<file path="src/rtl/mem2axi_master.sv">
// mem2axi_master
//   Bridges a simple native request/grant memory port onto an AXI4 master
//   using single-beat, 64-bit INCR bursts. At most one transaction is in
//   flight at a time. Writes and reads both complete with a one-cycle
//   o_rvalid pulse; o_err flags a non-OKAY response.
//
// Ports
//   clk, rst              : clock, synchronous active-high reset
//   i_req/i_we/i_addr/i_be/i_wdata : native request (address is 64-bit aligned)
//   o_gnt                 : request accepted this cycle (only in IDLE)
//   o_rvalid/o_rdata/o_err: completion pulse, read data, error flag
//   o_aw*/o_w*/i_b*       : AXI4 write address / data / response channels
//   o_ar*/i_r*            : AXI4 read address / data channels
module mem2axi_master #(
  parameter int                  ID_WIDTH = 1,
  parameter logic [ID_WIDTH-1:0] AXI_ID   = '0
) (
  input  logic                clk,
  input  logic                rst,
  // native side
  input  logic                i_req,
  input  logic                i_we,
  input  logic [31:0]         i_addr,
  input  logic [7:0]          i_be,
  input  logic [63:0]         i_wdata,
  output logic                o_gnt,
  output logic                o_rvalid,
  output logic [63:0]         o_rdata,
  output logic                o_err,
  // AXI write address
  output logic [ID_WIDTH-1:0] o_awid,
  output logic [31:0]         o_awaddr,
  output logic [7:0]          o_awlen,
  output logic [2:0]          o_awsize,
  output logic [1:0]          o_awburst,
  output logic                o_awvalid,
  input  logic                i_awready,
  // AXI write data
  output logic [63:0]         o_wdata,
  output logic [7:0]          o_wstrb,
  output logic                o_wlast,
  output logic                o_wvalid,
  input  logic                i_wready,
  // AXI write response
  input  logic [ID_WIDTH-1:0] i_bid,
  input  logic [1:0]          i_bresp,
  input  logic                i_bvalid,
  output logic                o_bready,
  // AXI read address
  output logic [ID_WIDTH-1:0] o_arid,
  output logic [31:0]         o_araddr,
  output logic [7:0]          o_arlen,
  output logic [2:0]          o_arsize,
  output logic [1:0]          o_arburst,
  output logic                o_arvalid,
  input  logic                i_arready,
  // AXI read data
  input  logic [ID_WIDTH-1:0] i_rid,
  input  logic [63:0]         i_rdata,
  input  logic [1:0]          i_rresp,
  input  logic                i_rlast,
  input  logic                i_rvalid,
  output logic                o_rready
);

  typedef enum logic [2:0] {
    S_IDLE,
    S_WR,
    S_WAIT_B,
    S_RD,
    S_WAIT_R
  } state_t;

  state_t      r_state;
  logic [28:0] r_addr;   // 64-bit word address; byte offset is always zero
  logic [7:0]  r_be;
  logic [63:0] r_wdata;
  logic        r_awvalid;
  logic        r_wvalid;
  logic        r_arvalid;
  logic        r_bready;
  logic        r_rready;
  logic        r_rvalid;
  logic        r_err;
  logic [63:0] r_rdata;

  // IDs are fixed and only one transaction is outstanding, so response IDs,
  // rlast and the byte offset carry no information.
  logic w_unused;
  assign w_unused = ^{i_bid, i_rid, i_rlast, i_addr[2:0]};

  // A channel counts as done once its valid has dropped, or it is
  // handshaking right now. This lets AW and W finish in any order.
  logic w_aw_done;
  logic w_w_done;
  assign w_aw_done = !r_awvalid || i_awready;
  assign w_w_done  = !r_wvalid  || i_wready;

  assign o_gnt = i_req && (r_state == S_IDLE) && !rst;

  always_ff @(posedge clk) begin
    if (rst) begin
      r_state   <= S_IDLE;
      r_addr    <= '0;
      r_be      <= '0;
      r_wdata   <= '0;
      r_awvalid <= 1'b0;
      r_wvalid  <= 1'b0;
      r_arvalid <= 1'b0;
      r_bready  <= 1'b0;
      r_rready  <= 1'b0;
      r_rvalid  <= 1'b0;
      r_err     <= 1'b0;
      r_rdata   <= '0;
    end else begin
      r_rvalid <= 1'b0;
      case (r_state)
        S_IDLE: begin
          if (i_req) begin
            r_addr  <= i_addr[31:3];
            r_be    <= i_be;
            r_wdata <= i_wdata;
            if (i_we) begin
              r_awvalid <= 1'b1;
              r_wvalid  <= 1'b1;
              r_state   <= S_WR;
            end else begin
              r_arvalid <= 1'b1;
              r_state   <= S_RD;
            end
          end
        end
        S_WR: begin
          if (r_awvalid && i_awready) r_awvalid <= 1'b0;
          if (r_wvalid && i_wready)   r_wvalid  <= 1'b0;
          if (w_aw_done && w_w_done) begin
            r_bready <= 1'b1;
            r_state  <= S_WAIT_B;
          end
        end
        S_WAIT_B: begin
          if (i_bvalid) begin
            r_bready <= 1'b0;
            r_rvalid <= 1'b1;
            r_err    <= (i_bresp != 2'b00);
            r_state  <= S_IDLE;
          end
        end
        S_RD: begin
          if (i_arready) begin
            r_arvalid <= 1'b0;
            r_rready  <= 1'b1;
            r_state   <= S_WAIT_R;
          end
        end
        S_WAIT_R: begin
          if (i_rvalid) begin
            r_rready <= 1'b0;
            r_rvalid <= 1'b1;
            r_rdata  <= i_rdata;
            r_err    <= (i_rresp != 2'b00);
            r_state  <= S_IDLE;
          end
        end
        default: r_state <= S_IDLE;
      endcase
    end
  end

  // single-beat, full-width INCR bursts
  assign o_awid    = AXI_ID;
  assign o_awaddr  = {r_addr, 3'b000};
  assign o_awlen   = 8'd0;
  assign o_awsize  = 3'd3;
  assign o_awburst = 2'b01;
  assign o_awvalid = r_awvalid;

  assign o_wdata  = r_wdata;
  assign o_wstrb  = r_be;
  assign o_wlast  = 1'b1;
  assign o_wvalid = r_wvalid;

  assign o_bready = r_bready;

  assign o_arid    = AXI_ID;
  assign o_araddr  = {r_addr, 3'b000};
  assign o_arlen   = 8'd0;
  assign o_arsize  = 3'd3;
  assign o_arburst = 2'b01;
  assign o_arvalid = r_arvalid;

  assign o_rready = r_rready;

  assign o_rvalid = r_rvalid;
  assign o_rdata  = r_rdata;
  assign o_err    = r_err;

endmodule

</file>
<file path="config.mk">
export PLATFORM = sky130hd
export DESIGN_NAME = mem2axi_master
export DESIGN_NICKNAME = d
export VERILOG_FILES = /design/src/rtl/mem2axi_master.sv
export SDC_FILE = /design/constraint.sdc
export NUM_CORES = 1
export LEC_CHECK = 0
export ABC_AREA = 1
export BUFFER_PORTS_ARGS = -buffer_cell sky130_fd_sc_hd__buf_4
export CAP_MARGIN = 20
export CORE_AREA = 2 2 164 166
export DETAILED_ROUTE_END_ITERATION = 12
export DIE_AREA = 0 0 166 168
export GPL_TIMING_DRIVEN = 0
export SLEW_MARGIN = 5
export SYNTH_ARGS = -nofsm -noshare
export SYNTH_HDL_FRONTEND = slang
export SYNTH_SLANG_ARGS = --single-unit
export TNS_END_PERCENT = 5
</file>
<file path="constraint.sdc">
create_clock -name clk -period 1.8 [get_ports clk]
set_input_delay 0.36 -clock clk [delete_from_list [all_inputs] [get_ports clk]]
set_output_delay 0.36 -clock clk [all_outputs]
set_load 0.05 [all_outputs]
</file>
==> results.md, run 1 <==
- HPWL Detailed: 18800 um
- Die height: 168 um
- Layout net count: 1488
- GRT overflow: 0
- Routed WL per cell: approximately 15 um
- Yosys top cell by area: dfxtp_1
- Initial DRC count: 285
- Final worst setup slack: 0.0838 ns
- Synthesis-to-finish area growth: 58.7%
- Worst hold stages: 3
- Initial antenna violation count: 0
- CTS tree: done
- Met3 wire length: 2180 um
- Synthesized flop and latch total: 175
- Hold Path Class: in2reg
- Slowest Stage Delay on Critical Path: 0.35 ns
- Slew HR: a little over half
- Origin of the worst min-delay path: i_rdata[36]
- Post-Route WL: 24400 um
- I/O pin count: 421
- Multi-input gate area: 2680 um2
- Worst R2R Start: r_state[0]
- Setup CP Type: reg2out
- Sum Neg Setup Slack: 0 ns
- Clk_lat worst skew: 0.43 ns
- Largest net degree at the start of global routing: 18
- Starting Density: a little over a quarter
- Leakage power: 5.30 nW
- Clock sink count: roughly 180
- Rows: 60
- Worst Path Buf+Inv: 2
- Reg-to-reg setup timing slack: roughly 0.15 ns
- Critical path launch point type: flip-flop
- Vias in the first global route: 6726
- CP arrival: 1.36 ns
- CP top delay family: simple AND/OR/NAND/NOR gates
- Syn_area_per_cell: 7.97 um2
- Cell count along the critical path: 6
- EDFF count, synth: 0
- Cells along the critical path: inv_2, nand2_2, nor2_4, nand2_4, nor2_4, buf_8
- Endpoint class of the critical path: output pin
- Post-Syn Area: ~6900 um2
- Max Cap Viol: 0
- Final Skew: 0.0139 ns
- Worst Path Required: 1.44 ns
- PortBufs: 379
- Clk Tree Root Cell: clkbuf_16
- Pins over their slew limit: 0
- H-tree depth: 4
- M1 WL: 9680 um
- Drt pass-1 iters: 4
- Global-route wire length before repair: about 38000 um
- Reg-to-Reg End: o_rdata[29]
- Synth top area cells: dfxtp_1, nand2_1, nor2_1, buf_4, a21oi_1
- N_diodes: 0
- Yosys cell types: 21
- RePlAce Congestion: 0.786
- Dpl ws: -0.327 ns
- Syn Inst Count: 867
- Fraction of layout instances using a drive strength above 1: 45.0%
- Post-synth top cells: nand2_1, dfxtp_1, nor2_1
- Seq/Total Area, Yosys: about half
- Worst Max-Slew Pin Slew: just over 0.7 ns
- Top-area cell type share of the netlist area: 50.7%
- Die W: 166 um
- Fmax: 583 MHz
- Hold EP: o_rdata[36]
- Vias per inst: ~4.2
- Highest net fanout along the worst path: 3
- Top Layer Used: met4
- Register area: 3510 um2
- Top-count cell post-synth: nand2_1
- Design area: 11000 um2
- Core Area: 26400 um2
- Final ANT Viol Nets: 0
- GRT Total Usage: between 10% and 20%
- Fillers: 2754
- Final-report hold violation count: 0
- Yosys Warn Count: 0
- R2R depth: 9
- Max VDD drop: 514 uV
- Most frequent CP cell: nor2_4
- Asr flop ratio synth: 0%
- Num CTS Buffers: 17
- Final setup violating endpoints: 0
- Pwr Density: 1350 nW/um2
- Top FF cell, synth: dfxtp_1
- Clock Tree Buf Depth: 2
- Final period util: 95.3%
- Min cycle time layout: 1.72 ns
- Status: finished clean
- DRC: 0
- Clock Pin Slew Worst Setup and Hold Paths: 0.08 ns
- RSZ-0062 raised after global routing: false
- Die area: around 28000 um2
- Placed instance area: 10300 um2
- Vias: 6943
- WL met2: 12100 um
- Slowest cell on crit path: dfxtp_4
[area by class of cell]
| cell class | count | share of cell area (%) |
|---|---|---|
| Tap cell | 341 | 3.89 |
| Multi-Input combinational cell | 590 | 24.5 |
| Sequential cell | 175 | 32.0 |
| Buffer | 118 | 7.28 |
| Clock inverter | 13 | 1.32 |
| Inverter | 15 | 0.514 |
| Timing Repair Buffer | 387 | 26.6 |
| Clock buffer | 18 | 3.91 |
[flip-flops by register name, summed over array words and instances (netlist names)]
register / cells
o_arvalid: 1
o_awvalid: 1
o_bready: 1
o_err: 1
o_rdata: 64
o_rready: 1
o_rvalid: 1
o_wdata: 64
o_wstrb: 8
o_wvalid: 1
r_addr: 29
r_state: 3
[worst max path at each step]
stage | startpoint | endpoint
2_1_floorplan | r_state[1] | o_gnt
3_3_place_gp | rst | o_wdata[24]
3_5_place_dp | rst | o_wdata[23]
4_1_cts | r_state[0] | o_gnt
5_1_grt | r_state[0] | o_rdata[29]
6_report | r_state[0] | o_gnt
[placed cells by master (no fill, tap or decap), types with 4 or more instances in the layout]
| cell | netlist | layout |
|---|---|---|
| buf_2 | 22 | 23 |
| inv_2 | 4 | 4 |
| o21ai_1 | 8 | 8 |
| conb_1 | 2 | 35 |
| a21oi_1 | 78 | 78 |
| buf_6 | 11 | 10 |
| dfxtp_1 | 175 | 172 |
| nor2_1 | 138 | 136 |
| nand2_1 | 193 | 192 |
| inv_8 | 0 | 4 |
| clkbuf_1 | 18 | 18 |
| a21oi_2 | 30 | 30 |
| nand2_2 | 32 | 32 |
| buf_4 | 67 | 453 |
| nand3_1 | 7 | 7 |
| inv_6 | 0 | 5 |
| clkbuf_16 | 0 | 17 |
| inv_1 | 11 | 11 |
| o21ai_0 | 62 | 62 |
[routing by layer]
metal / GRT usage [%] / vias up
met4: 5.26 / 0
met3: 6.49 / 24
met5: 0 / -
li1: - / 3537
met1: 19.3 / 3094
met2: 30.1 / 288
[tightest hold or removal path: cells and delay by family]
kind / cells / cell delay (ns)
AND/OR/NAND/NOR: 2 / 0.11
buffers and inverters: 1 / 0.08
[repair_timing]
action	4_1_cts	5_1_grt
setup buffers	6	2
pin swaps	2	4
resized for setup	12	5
setup endpoints to repair	1	14
hold buffers	0	0
[cell families after synthesis]
group	count (synthesis)	synth area share, %
AND/OR/NAND/NOR	377	22.1
AO/OA/AOI/OAI	178	14.5
flip-flops	175	50.7
buffers and inverters	135	12.6
other	2	0.109
[where the power goes]
group	internal [mW]	switching (mW)	leakage [nW]
clock	1.97	1.74	0.284
sequential	4.41	0.316	1.43
combinational	2.10	4.22	3.59
total	8.48	6.28	5.30
[metrics by stage]
step	instances	util (%)	total power, mW	hold slack, ns
6_report	1657	41.6	14.8	0.147
5_1_grt	1657	41.6	15.5	0.128
4_1_cts	1656	41.6	15.0	0.123
3_5_place_dp	1620	39.1	11.0	0.454
3_3_place_gp	1620	39.1	11.0	0.439
2_1_floorplan	900	-	9.07	0.495
Power figures use the tool's default switching activity.
==> run 2: changes to the inputs <==
--- a/config.mk
+++ b/config.mk
@@ -8,9 +8,10 @@
 export ABC_AREA = 1
 export BUFFER_PORTS_ARGS = -buffer_cell sky130_fd_sc_hd__buf_4
 export CAP_MARGIN = 20
-export CORE_AREA = 2 2 164 166
+export CORE_MARGIN = 2
+export CORE_UTILIZATION = 25
+export CTS_CLUSTER_DIAMETER = 60
 export DETAILED_ROUTE_END_ITERATION = 12
-export DIE_AREA = 0 0 166 168
 export GPL_TIMING_DRIVEN = 0
 export SLEW_MARGIN = 5
 export SYNTH_ARGS = -nofsm -noshare
==> constraint.sdc (replaced) <==
create_clock -name clk -period 1.62 [get_ports clk]
set_input_delay 0.324 -clock clk [delete_from_list [all_inputs] [get_ports clk]]
set_output_delay 0.324 -clock clk [all_outputs]
set_load 0.05 [all_outputs]
==> run 2 against run 1 <==
- the run now ends with setup timing left
- flip-flop and latch count did not move
- first-iteration DRC count fell by 12%
- register-to-register slack got worse by 0.22 ns
- non-clock buffer count rose by 2
- cell area rose by 0.81%
- sequential power rose by 11%
- via count rose by 0.52%
- critical path type unchanged
- largest cell class unchanged
- highest routed layer unchanged
==> results.md, run 2 (synthesized netlist as in run 1, its figures left out) <==
- Status: finished with violations
- Failing checks: setup timing
- Max Cap Viol: 0 (unchanged)
- Clk Tree Root Cell: clkbuf_16
- Worst Path Required: 1.30 ns (-0.14 ns)
- Final-report hold violation count: 0 (unchanged)
- H-tree depth: 4 (unchanged)
- Most frequent cells in the layout: buf_4, nand2_1, dfxtp_1
- Dpl cells: 1620 (unchanged)
- Vias in the first global route: 6822 (+1.4%)
- Min cycle time layout: between 1.5 and 2 ns
- Leakage power: 5.32 nW (+0.22%)
- HPWL Detailed: 19700 um (+4.7%)
- Critical path launch point type: flip-flop
- Setup CP Type: reg2out
- Hold-fix buffers, CTS: 0 (unchanged)
- I/O pin count: 421 (unchanged)
- PortBufs: 379 (unchanged)
- Most common cell after layout, fill and taps aside: buf_4
- Initial antenna violation count: 0 (unchanged)
- Synthesis-to-finish area growth: 60.0%
- Initial DRC count: 250 (-12%)
- Global-route wire length before repair: 37800 um (+0.28%)
- Fmax: between 500 and 600 MHz
- Slew HR: 51.2% (-1.4 points)
- Reg-to-reg setup timing slack: -0.07 ns (-0.22 ns)
- Hold Path Class: in2reg
- Worst Max-Slew Pin Slew: 0.732 ns (+0.0206 ns)
- Final ANT Viol Nets: 0 (unchanged)
- Vias: 6979 (+0.52%)
- Max VDD drop: 763 uV (+48%)
- Pins over their slew limit: 0 (unchanged)
- Starting Density: 25.6% (-0.66 points)
- Clock Tree Buf Depth: 2 (unchanged)
- Endpoint class of the critical path: output pin
- Die area: 29000 um2 (+3.9%)
- Drt pass-1 iters: 4 (unchanged)
- Clock Pin Slew Worst Setup and Hold Paths: 0.08 ns (about the same)
- Final setup violating endpoints: 32 (+32)
- Min Hold Slack: 0.116 ns (-0.0306 ns)
- Vias per inst: 4.20 (+0.34%)
- CP arrival: 1.44 ns (+0.08 ns)
- Highest net fanout along the worst path: 4 (+1)
- Fraction of layout instances using a drive strength above 1: 45.5% (+0.50 points)
- Layout net count: 1490 (+0.13%)
- DRC: 0 (unchanged)
- RSZ-0062 raised after global routing: true
- Pwr Density: 1490 nW/um2 (+11%)
- Clock sink count: 175 (unchanged)
- Final worst setup slack: -0.146 ns (-0.229 ns)
- Post-Route WL: 25400 um (+3.8%)
- Rows: 60 (unchanged)
- CTS tree: done
- RePlAce Congestion: 0.796 (+1.2%)
- Routed WL per cell: 15.3 um (+3.6%)
- Final Skew: 0.0124 ns (-0.00154 ns)
- N_diodes: 0 (unchanged)
- Die height: 170 um (+1.3%)
- Die W: 170 um (+2.5%)
- Fin cells: 1660 (+0.18%)
- Largest net degree at the start of global routing: 19 (+1)
- Fillers: 2826 (+2.6%)
- Core Area: 27000 um2 (+2.6%)
- GRT overflow: 0 (unchanged)
- GRT Total Usage: 16.9% (-0.21 points)
- Final period util: 109%
- Clk_lat worst skew: 0.43 ns (about the same)
- Num CTS Buffers: 17 (unchanged)
run 2: cell count changes in the layout (fill, tap and decap cells not counted), moves of 3 or more:
cell and delta:
buf_8 +4, clkinv_8 +3, a21oi_2 +5, clkbuf_4 +4, clkinvlp_4 +3, a21oi_1 -5, buf_6 -5, buf_2 -5
run 2: stage by stage:
step	setup WS [ns]	power (mW)	instance area, um2	util [%]	TNS [ns]
final	-0.146	16.5	11100	40.9	-0.470
after floorplan	0.0935	10.1	7040	-	0
after global placement	-0.216	12.2	10300	38.2	-4.96
after detailed placement	-0.208	12.3	10300	38.2	-5.44
after CTS	-0.209	16.6	11000	40.6	-1.85
after global routing	-0.222	17.4	11100	40.9	-7.35
run 2: metal layers:
layer  vias up  routed length, um  global-route usage [%]
met3        14               2310                    5.77
li1       3540                  -                       -
met5         -                  0                       0
met4         0                289                    3.86
met2       277              13000                    31.6
met1      3148               9740                    18.3
run 2: where the power goes:
part	total, mW	internal [mW]	switching (mW)
sequential	5.26	4.90	0.362
clock	4.07	2.05	2.02
combinational	7.18	2.46	4.73
run 2: final cells by class:
class	count	area [um2]	share of cell area, %
Buffer	119	862	7.80
Clock buffer	18	429	3.88
Clock inverter	14	146	1.32
Inverter	15	58.8	0.532
Multi-Input combinational cell	590	2700	24.4
Sequential cell	175	3510	31.8
Tap cell	341	427	3.86
Timing Repair Buffer	388	2920	26.4
run 2: final timing paths:
path                     from          end  cells past startpoint
setup / recovery   r_state[0]        o_gnt                      7
hold / removal    i_rdata[39]  o_rdata[39]                      3
setup reg to reg   r_state[0]  o_rdata[16]                      9
hold reg to reg   o_wdata[40]  o_wdata[40]                      2
run 2: critical path: stages, from the launching register on:
cell and delay (ns):
dfxtp_4 0.36, inv_2 0.06, nand2_2 0.05, nor2_4 0.11, nand2_4 0.07, clkbuf_16 0.15
nor2_4 0.07, buf_6 0.16
run 2: what timing repair did:
action,CTS,global route
pin swaps,2,2
gates resized for setup,13,21
buffers inserted,7,2
endpoints found under the setup margin,36,103
==> run 3: changes to the inputs <==
--- a/config.mk
+++ b/config.mk
@@ -8,10 +8,10 @@
 export ABC_AREA = 1
 export BUFFER_PORTS_ARGS = -buffer_cell sky130_fd_sc_hd__buf_4
 export CAP_MARGIN = 20
-export CORE_MARGIN = 2
-export CORE_UTILIZATION = 25
+export CORE_AREA = 2 2 162 164
 export CTS_CLUSTER_DIAMETER = 60
 export DETAILED_ROUTE_END_ITERATION = 12
+export DIE_AREA = 0 0 164 166
 export GPL_TIMING_DRIVEN = 0
 export SLEW_MARGIN = 5
 export SYNTH_ARGS = -nofsm -noshare
==> run 3 against run 2 <==
- the run still ends with setup timing left
- first-iteration DRC count is 49% higher
- clock power is 11% higher
- via count is 0.75% higher
- final cell count is 0.66% lower
- highest routed layer unchanged
==> results.md, run 3 (synthesized netlist as in run 1, its figures left out) <==
- H-tree depth: 4 (unchanged)
- Worst Path Required: 1.30 ns (about the same)
- DRC: 0 (unchanged)
- Critical path launch point type: flip-flop
- Final setup violating endpoints: 2 (-94%)
- Dpl cells: 1614 (-0.37%)
- Fin cells: 1649 (-0.66%)
- R2R depth: 9 (unchanged)
- Clk_lat worst skew: 0.44 ns (about the same)
- Dpl ws: -0.320 ns (-0.112 ns)
- Cells along the critical path: inv_2, nand2_2, nor2_4, nand2_4, clkbuf_16, nor2_4, buf_8
- Pwr Density: 1520 nW/um2 (+2.0%)
- Die height: 166 um (-2.5%)
- Design area: 11000 um2 (-0.32%)
- Fmax: 570 MHz (+0.57%)
- Final worst setup slack: -0.135 ns (+0.0101 ns)
- Clock power share: 27.0% (+2.3 points)
- Clock Tree Buf Depth: 2 (unchanged)
- Endpoint class of the critical path: output pin
- HPWL Detailed: 19100 um (-2.8%)
- RePlAce Congestion: 0.781 (-1.9%)
- Seq pwr share: 31.3% (-0.5 points)
- Fillers: 2643 (-6.5%)
- Initial antenna violation count: 0 (unchanged)
- Initial DRC count: 373 (+49%)
- Sw frac: 41.3% (-1.7 points)
- Clock Pin Slew Worst Setup and Hold Paths: 0.08 ns (about the same)
- Most common cell after layout, fill and taps aside: buf_4
- Largest net degree at the start of global routing: 17 (-2)
- Clock sink count: 175 (unchanged)
- Highest net fanout along the worst path: 2 (-2)
- N_diodes: 0 (unchanged)
- Clk Tree Root Cell: clkbuf_16
- Failing checks: setup timing
- Hold Path Class: in2reg
- Die W: 164 um (-3.7%)
- Slowest Stage Delay on Critical Path: 0.35 ns (about the same)
- Vias per inst: 4.26 (+1.4%)
- Max Cap Viol: 0 (unchanged)
- GRT Total Usage: 17.7% (+0.78 points)
- GRT overflow: 0 (unchanged)
- Worst hold stages: 3 (unchanged)
- CTS tree: done
- Rows: 59 (-1.7%)
- Num CTS Buffers: 17 (unchanged)
- Layout net count: 1487 (-0.20%)
- Vias in the first global route: 6640 (-2.7%)
- Final period util: 108% (-0.62 points)
- Sw Pwr: 6.94 mW (-2.4%)
- Slowest cell on crit path: dfxtp_4
- Synthesis-to-finish area growth: 59.5%
- Setup CP Type: reg2out
- Routed WL per cell: 15.1 um (-1.3%)
- Max VDD drop: 745 uV (-2.3%)
- Status: finished with violations
- Comb pwr share: 41.8% (-1.7 points)
- Final ANT Viol Nets: 0 (unchanged)
- CP arrival: 1.43 ns (about the same)
- Fraction of layout instances using a drive strength above 1: 44.7% (-0.74 points)
- Placed instance area: 10300 um2 (about the same)
- Post-Route WL: 24900 um (-2.0%)
- Drt pass-1 iters: 4 (unchanged)
- Internal: 9.85 mW (+4.7%)
- Min cycle time layout: 1.76 ns (-0.0101 ns)
- Most frequent CP cell: nor2_4
- Leakage power: 5.32 nW (about the same)
- Final-report hold violation count: 0 (unchanged)
- RSZ-0062 raised after global routing: true
- Starting Density: 27.0% (+1.4 points)
- I/O pin count: 421 (unchanged)
- Die area: 27200 um2 (-6.0%)
- Most frequent cells in the layout: buf_4, nand2_1, dfxtp_1
- PortBufs: 379 (unchanged)
- Core Area: 25600 um2 (-5.2%)
- Worst Max-Slew Pin Slew: 0.721 ns (-0.0114 ns)
- Vias: 7031 (+0.75%)
- Pins over their slew limit: 0 (unchanged)
- Slew HR: 52.0% (+0.76 points)
- Global-route wire length before repair: 37300 um (-1.3%)
- Final Skew: 0.0191 ns (+0.00670 ns)
- Total power: 16.8 mW (+1.7%)
## run 3: changes by cell type in the layout (fill, tap and decap cells not counted), sizes merged
cell      previous run  this run
bufinv               0         4
clkinvlp             3         2
clkinv               5         1
clkbuf              41        37
## run 3: per-stage QoR
step	util, %	hold slack, ns	TNS (ns)
floorplan	-	0.459	0
detailed placement	40.2	0.447	-3.88
CTS	43.0	0.0901	-1.57
global route	43.0	0.0956	-6.54
global placement	40.2	0.442	-3.68
finish	43.0	0.106	-0.137
## run 3: final timing paths
kind / startpoint / endpoint / slack [ns]
setup / recovery: r_state[0] / o_gnt / -0.14
hold / removal: i_rdata[17] / o_rdata[17] / 0.11
setup reg to reg: r_state[0] / o_rdata[28] / 0
hold reg to reg: o_arvalid / o_arvalid / 0.46
## run 3: what timing repair did
action	in CTS	in global routing
buffers inserted	6	0
hold buffers	0	0
setup endpoints to repair	32	64
cloned	0	0
pin swaps	2	1
resized for setup	12	4
## run 3: area by class of cell
type                            instances  area (um2)  area share, %
Buffer                                119         830           7.53
Clock buffer                           17         425           3.86
Clock inverter                         13         199           1.81
Inverter                               15        56.3          0.511
Multi-Input combinational cell        590        2680           24.3
Sequential cell                       175        3510           31.9
Tap cell                              335         419           3.80
Timing Repair Buffer                  385        2900           26.3
## run 3: worst max-delay path, delay by kind of cell (launching register included)
family	cells	cell delay, ns
AND/OR/NAND/NOR	4	0.32
buffers and inverters	3	0.35
flip-flops	1	0.35
## run 3: power by group through the flow
| stage | Combinational [mW] | Sequential [mW] | Clock (mW) |
|---|---|---|---|
| floorplan | 2.93 | 7.16 | 0 |
| global placement | 6.87 | 5.32 | 0 |
| detailed placement | 6.91 | 5.33 | 0 |
| CTS | 7.09 | 5.25 | 4.64 |
| global route | 7.46 | 5.32 | 4.82 |
| finish | 7.01 | 5.25 | 4.53 |
## run 3: per-layer routing
layer	wire, um	global-route usage (%)	vias up
met3	2200	5.74	19
li1	-	-	3526
met4	395	5.19	0
met1	9670	19.8	3190
met2	12600	31.7	296
met5	0	0	-
